$ cat config.mk
export PLATFORM = sky130hd
export DESIGN_NAME = pe_typed_sched
export DESIGN_NICKNAME = d
export VERILOG_FILES = /design/src/rtl/pe_typed_sched_pkg.sv /design/src/rtl/register_pipe.sv /design/src/rtl/sched_result_fifo.sv /design/src/rtl/pe_typed_sched.sv
export SDC_FILE = /design/constraint.sdc
export NUM_CORES = 2
export LEC_CHECK = 0
export CORE_UTILIZATION = 55
export CTS_CLUSTER_DIAMETER = 30
export DETAILED_ROUTE_END_ITERATION = 12
export MAX_ROUTING_LAYER = met4
export PLACE_DENSITY_LB_ADDON = 0.2
export RECOVER_POWER = 100
export SLEW_MARGIN = 5
export SYNTH_ARGS = -nofsm -noshare
export SYNTH_HDL_FRONTEND = slang
export SYNTH_MEMORY_MAX_BITS = 65536
export SYNTH_SLANG_ARGS = --single-unit
export TNS_END_PERCENT = 100
$ cat constraint.sdc
create_clock -name clk -period 14.2 [get_ports clk]
set_input_delay 1.42 -clock clk [delete_from_list [all_inputs] [get_ports clk]]
set_output_delay 1.42 -clock clk [all_outputs]
set_load 0.01 [all_outputs]
$ cat src/rtl/pe_typed_sched_pkg.sv
// Shared types for the PE_typeD request scheduler: operand width, op codes,
// scheduler states and the round-robin index helper.
package pe_typed_sched_pkg;

    localparam int dwidth_double = 64;

    typedef enum logic [1:0] {
        OP_PASS_A = 2'b00,
        OP_PASS_B = 2'b01,
        OP_DIV    = 2'b10,
        OP_SQRT   = 2'b11
    } op_e;

    typedef enum logic [1:0] {
        IDLE  = 2'b00,
        RUN   = 2'b01,
        DRAIN = 2'b10
    } state_e;

    function automatic int rr_index(input int base, input int offset, input int n);
        return (base + offset) % n;
    endfunction

endpackage

$ cat src/rtl/register_pipe.sv
// Fixed-depth delay line. The MSB is treated as a valid bit and is the only
// bit cleared by reset; the remaining payload bits are plain data flops.
module register_pipe #(
    parameter int width        = 8,
    parameter int numPipeStage = 2
) (
    input  logic             clk,
    input  logic             rst,
    input  logic [width-1:0] d,
    output logic [width-1:0] q
);

    logic             vld [numPipeStage];
    logic [width-2:0] dat [numPipeStage];

    always_ff @(posedge clk or negedge rst) begin
        if (!rst) begin
            for (int i = 0; i < numPipeStage; i++) vld[i] <= 1'b0;
        end else begin
            vld[0] <= d[width-1];
            for (int i = 1; i < numPipeStage; i++) vld[i] <= vld[i-1];
        end
    end

    always_ff @(posedge clk) begin
        dat[0] <= d[width-2:0];
        for (int i = 1; i < numPipeStage; i++) dat[i] <= dat[i-1];
    end

    assign q = {vld[numPipeStage-1], dat[numPipeStage-1]};

endmodule

$ cat src/rtl/sched_result_fifo.sv
// Result buffer between the PE tag pipeline and the consumer. A write is
// accepted on a full FIFO when the head is popped in the same cycle.
module sched_result_fifo #(
    parameter int width = 8,
    parameter int depth = 4
) (
    input  logic             clk,
    input  logic             rst,
    input  logic             wr_valid,
    input  logic [width-1:0] wr_data,
    output logic             rd_valid,
    input  logic             rd_ready,
    output logic [width-1:0] rd_data
);

    localparam int AW = (depth > 1) ? $clog2(depth) : 1;
    localparam int CW = $clog2(depth + 1);
    localparam logic [AW-1:0] LAST = AW'(depth - 1);
    localparam logic [CW-1:0] FULL = CW'(depth);

    logic [width-1:0] mem [depth];
    logic [AW-1:0]    wr_ptr, rd_ptr;
    logic [CW-1:0]    count;
    logic             do_wr, do_rd;

    assign rd_valid = (count != '0);
    assign do_rd    = rd_valid & rd_ready;
    assign do_wr    = wr_valid & ((count != FULL) | do_rd);
    assign rd_data  = mem[rd_ptr];

    always_ff @(posedge clk) begin
        if (do_wr) mem[wr_ptr] <= wr_data;
    end

    always_ff @(posedge clk or negedge rst) begin
        if (!rst) begin
            wr_ptr <= '0;
            rd_ptr <= '0;
            count  <= '0;
        end else begin
            if (do_wr) wr_ptr <= (wr_ptr == LAST) ? '0 : wr_ptr + AW'(1);
            if (do_rd) rd_ptr <= (rd_ptr == LAST) ? '0 : rd_ptr + AW'(1);
            case ({do_wr, do_rd})
                2'b10:   count <= count + CW'(1);
                2'b01:   count <= count - CW'(1);
                default: count <= count;
            endcase
        end
    end

endmodule

$ cat src/rtl/pe_typed_sched.sv
// Round-robin scheduler sharing one fixed-latency PE_typeD among NREQ
// requesters; results return in issue order through a credit-guarded FIFO.
//
//   state | meaning
//   IDLE  | nothing issued, waiting for en
//   RUN   | granting requests while credit is available
//   DRAIN | no grants; in-flight ops and buffered results finish
module pe_typed_sched
    import pe_typed_sched_pkg::*;
#(
    parameter int NREQ       = 4,
    parameter int LATENCY    = 57,
    parameter int FIFO_DEPTH = 64
) (
    input  logic                                clk,
    input  logic                                rst,
    input  logic                                en,
    input  logic [NREQ-1:0]                     req_valid,
    output logic [NREQ-1:0]                     req_ready,
    input  logic [NREQ-1:0][1:0]                req_op,
    input  logic [NREQ-1:0][dwidth_double-1:0]  req_a,
    input  logic [NREQ-1:0][dwidth_double-1:0]  req_b,
    output logic [dwidth_double-1:0]            pe_inp1,
    output logic [dwidth_double-1:0]            pe_inp2,
    output logic [1:0]                          pe_op,
    output logic                                pe_vld,
    input  logic [dwidth_double-1:0]            pe_out,
    output logic                                res_valid,
    input  logic                                res_ready,
    output logic [dwidth_double-1:0]            res_data,
    output logic [$clog2(NREQ)-1:0]             res_id,
    output logic                                idle
);

    localparam int IDW = $clog2(NREQ);
    localparam int TW  = 1 + IDW + 2;
    localparam int CRW = $clog2(FIFO_DEPTH + 1);
    localparam logic [CRW-1:0] CREDIT_MAX = CRW'(FIFO_DEPTH);
    localparam logic [IDW-1:0] LAST_REQ   = IDW'(NREQ - 1);

    state_e                         state, state_nxt;
    logic [IDW-1:0]                 rr_ptr, gnt_idx, cand;
    logic                           gnt_found, issue_ok, issue, pop;
    logic [CRW-1:0]                 credit;
    logic [TW-1:0]                  tag_in, tag_out;
    logic                           tag_vld;
    logic [IDW-1:0]                 tag_id;
    logic [1:0]                     tag_op;
    logic                           unused_tag_op;
    logic [IDW+dwidth_double-1:0]   fifo_rd_data;

    always_ff @(posedge clk or negedge rst) begin
        if (!rst) state <= IDLE;
        else      state <= state_nxt;
    end

    always_comb begin
        state_nxt = state;
        case (state)
            IDLE:    if (en) state_nxt = RUN;
            RUN:     if (!en) state_nxt = DRAIN;
            DRAIN:   if (en) state_nxt = RUN;
                     else if (credit == '0) state_nxt = IDLE;
            default: state_nxt = IDLE;
        endcase
    end

    always_comb begin
        idle     = (state == IDLE);
        issue_ok = (state == RUN) && (credit < CREDIT_MAX);
    end

    always_comb begin
        gnt_found = 1'b0;
        gnt_idx   = '0;
        cand      = '0;
        for (int k = 0; k < NREQ; k++) begin
            cand = IDW'(rr_index(int'(rr_ptr), k, NREQ));
            if (!gnt_found && req_valid[cand]) begin
                gnt_found = 1'b1;
                gnt_idx   = cand;
            end
        end
    end

    assign issue = issue_ok & gnt_found;
    assign pop   = res_valid & res_ready;

    always_comb begin
        req_ready = '0;
        if (issue) req_ready[gnt_idx] = 1'b1;
    end

    assign pe_inp1 = req_a[gnt_idx];
    assign pe_inp2 = req_b[gnt_idx];
    assign pe_vld  = issue;
    assign pe_op   = issue ? req_op[gnt_idx] : OP_PASS_A;

    always_ff @(posedge clk or negedge rst) begin
        if (!rst) begin
            rr_ptr <= '0;
            credit <= '0;
        end else begin
            if (issue) rr_ptr <= (gnt_idx == LAST_REQ) ? '0 : gnt_idx + IDW'(1);
            case ({issue, pop})
                2'b10:   credit <= credit + CRW'(1);
                2'b01:   credit <= credit - CRW'(1);
                default: credit <= credit;
            endcase
        end
    end

    // The tag shadows the PE pipeline; the PE's own valid output is ignored.
    assign tag_in = {issue, gnt_idx, pe_op};

    register_pipe #(
        .width        (TW),
        .numPipeStage (LATENCY)
    ) u_tag_pipe (
        .clk (clk),
        .rst (rst),
        .d   (tag_in),
        .q   (tag_out)
    );

    assign {tag_vld, tag_id, tag_op} = tag_out;
    assign unused_tag_op = ^tag_op;

    sched_result_fifo #(
        .width (IDW + dwidth_double),
        .depth (FIFO_DEPTH)
    ) u_res_fifo (
        .clk      (clk),
        .rst      (rst),
        .wr_valid (tag_vld),
        .wr_data  ({tag_id, pe_out}),
        .rd_valid (res_valid),
        .rd_ready (res_ready),
        .rd_data  (fifo_rd_data)
    );

    assign {res_id, res_data} = fifo_rd_data;

endmodule

==> impl_metrics.ini <==
[synthesis]
synthAdderAreaFrac_pct = 0.156
synth_mux_area_share_pct = 16.2
async_reset_ff_share_pct = 1.97
syn-num-nets = 8414
yosys.area_share.simple_pct = 1.82
synth_xor_area_share_pct = 0.0773
synth_top_family_by_area = multiplexers
ys_seq_elements = 4425
synth_cell_types = 59
synth_top_flop_cell = edfxtp_1
ys.warnings.count = 0
synth_compound_area_share_pct = 3.09
syn_inst = 7802
synth-edff-count = 4224
syn_area_per_cell_um2 = 21.8
yosysSeqAreaShare_pct = 77.2
syn_area_um2 = 170000

[placed_design]
dpl.hpwl_mm = 323
pre_cts_ws_ns = 6.60
routabilityCongestion = 1.03
dp.cells = 12500
dpl-instance-area_um2 = 183000
port_buffers = 794

[drt]
wirelength_mm = 594
wire_per_inst_um = 43.0
dr.first_iter.drc_count = 16300
drtAntennaViolNets = 0
drc = 0
viasPerCell = 6.95
vias = 96000
drtPass1Iterations = 8

[clocking]
cts_buffers = 692
clk_pin_slew_ns = 0.05
cts_tree = done
ctsHoldBuffers = 0
cts_resized = 0
cts_setup_buffers = 0
cts_max_level = 6
cts-root-buf = clkbuf_16
clock-sinks = 4425
cts_buffer_depth = 4
insertion_delay_ns = 1.07

[worst_setup_path]
critical_path_buf_inv_count = 3
crit_family = buffers and inverters
slowest_stage = clkbuf_1
path_cells = buf_12, nand3b_1, clkbuf_1, o22ai_1, a211oi_1, o21ai_0, o211ai_1, o31ai_1, dlygate4sd3_1
critical_path.max_fanout = 125
setup.worst_path.start_class = flop
critPathKind = reg2out
cp_data_arrival_time_ns = 9.99
slowest_delay_ns = 2.89
crit_path_end_kind = primary output
cp.required_ns = 12.78

[grt]
grtUsageTotal_pct = 39.3
antenna_found_initial = 121
grt_pass1_wl_mm = 798
grt_start_max_net_pins = 199
grt_pass1_vias = 96400
grt_overflow_total = 0

[finish]
final_cells = 13800
syn_to_final_growth_pct = 21.5
drive_above_1_share_pct = 24.9
final_util_pct = 67.4
fin_area_um2 = 207000
nets = 9674

[pwr]
power_density_nw_per_um2 = 211
intPower_mw = 30.3
pwr-share-comb_pct = 26.0
ir_drop_v = 0.000191
p_seq_share_pct = 33.7
switchingPower_mw = 13.3
p_sw_share_pct = 30.5
p_leak_nw = 66.6
power_mw = 43.6
p_clk_share_pct = 40.3

[sta]
finalHoldWorstSlack_ns = 0.289
rsz0062_at_grt = false
relSlewSlack_pct = -260
finalCritPeriodShare_pct = 80.3
finalSetupViolCount = 0
finalHoldViolCount = 0
fmaxAchievable_ghz = 0.0877
fin_setup_tns_ns = 0
worst_slew_pin_slew_ns = 5.40
fin_crit_ns = 11.41
setup_ws_ns = 2.79
finClkSkew_ns = 0.0635
slew_viol_final = 9199

[status]
violations = max-capacitance violations, max-slew violations
status = finished, violations left

[floorplan]
core-area_um2 = 307000
initial_core_util_pct = 55.5
num_rows = 203
die_w_um = 558
io_pins = 795
die_y_um = 558
dieArea_um2 = 311000

[min_path]
hold_class = reg2reg

[run]
maxCapViolCount = 248
[registers in the layout (all words and copies together), names as in the netlist]
| signal | count |
|---|---|
| u_tag_pipe.dat | 114 |
| u_tag_pipe.vld | 56 |
| u_tag_pipe.q | 1 |
| u_res_fifo.count | 7 |
| rr_ptr | 2 |
| u_res_fifo.wr_ptr | 6 |
| u_res_fifo.rd_ptr | 6 |
| u_res_fifo.mem | 4224 |
| credit | 7 |
| state | 2 |
[final timing paths]
kind	from	slack, ns	to	cells after the start
min	u_tag_pipe.dat[3][3]	0.29	u_tag_pipe.dat[3][7]	0
max	u_res_fifo.rd_ptr[1]	2.79	res_data[38]	9
max in group asynchronous	rst	9.08	u_res_fifo.rd_ptr[0]	2
min in group asynchronous	rst	1.05	state[0]	1
max reg2reg	u_res_fifo.count[0]	3.83	u_res_fifo.mem[38][51]	7
min reg2reg	u_tag_pipe.dat[3][3]	0.29	u_tag_pipe.dat[3][7]	0
[layer usage]
metal	global-route usage (%)	up-vias	share of wire, %
met3	9.47	1795	12
met1	51.1	49700	35
met5	-	-	0
li1	-	35700	-
met2	59.7	8733	47
met4	17.3	0	5.3
[logic make-up (layout without fill, tap and decap cells)]
logic type                 Yosys count  in the layout
adders and majority gates           20             20
AOI/OAI and AO/OA                  787            787
other                                0             50
DFF                               4425           4425
and+or+nand+nor                    686            686
xor gates and xnor gates            15             15
buffers and inverters              485           2349
muxes                             1384           1384
[cell usage after synthesis, drive strengths merged (18+ instances only)]
master  number  area share (%)
nand3       22           0.065
o221ai      30            0.15
a211oi     163            0.72
o21ai      125            0.37
ha          18            0.13
nand2      357            0.79
nor2b      136            0.50
dfrtp       87             1.3
edfxtp    4224              75
a221oi      51            0.26
o22ai       74            0.27
clkbuf     208            0.46
dfxtp      114             1.3
a21oi      101            0.30
mux2i      286             1.7
buf        254            0.93
a22oi       43            0.19
a31oi      133            0.49
nor2       122            0.27
mux4      1096              15
inv         23           0.051
[cell usage in the layout (no fill, tap or decap), types with 50 or more instances in the layout]
master,Yosys,routed
edfxtp_1,4224,4224
mux4_2,1096,1096
clkbuf_16,0,704
clkdlybuf4s50_1,0,556
nand2_1,357,354
mux2i_1,286,286
clkbuf_1,208,268
dlygate4sd3_1,0,173
a211oi_1,163,162
a31oi_1,133,133
nor2b_1,136,133
dfxtp_1,114,114
a21oi_1,101,101
o21ai_0,75,90
bufinv_16,0,90
inv_6,0,84
nor2_1,122,83
dfrtp_1,87,82
clkinv_2,0,81
clkinv_1,0,80
clkinvlp_4,0,78
o22ai_1,74,74
buf_4,32,64
clkinv_4,0,55
a221oi_1,51,51
diode_2,0,50
[cell type report]
cell class,instances,area (µm²)
Sequential cell,4425,131000
Fill cell,18500,99900
Multi-Input combinational cell,2892,36600
Clock buffer,756,17900
Timing Repair Buffer,1028,8850
Clock inverter,542,6590
Tap cell,4100,5130
Antenna cell,50,125
Inverter,23,101
[power groups by stage]
stage	Sequential, mW	Clock, mW	Combinational, mW
6_report	14.7	17.6	11.3
5_1_grt	14.7	18.2	11.8
4_1_cts	14.7	17.6	11.4
3_5_place_dp	14.9	0	11.1
3_3_place_gp	14.9	0	11.1
2_1_floorplan	14.8	0	7.06
Power figures use the tool's default switching activity.
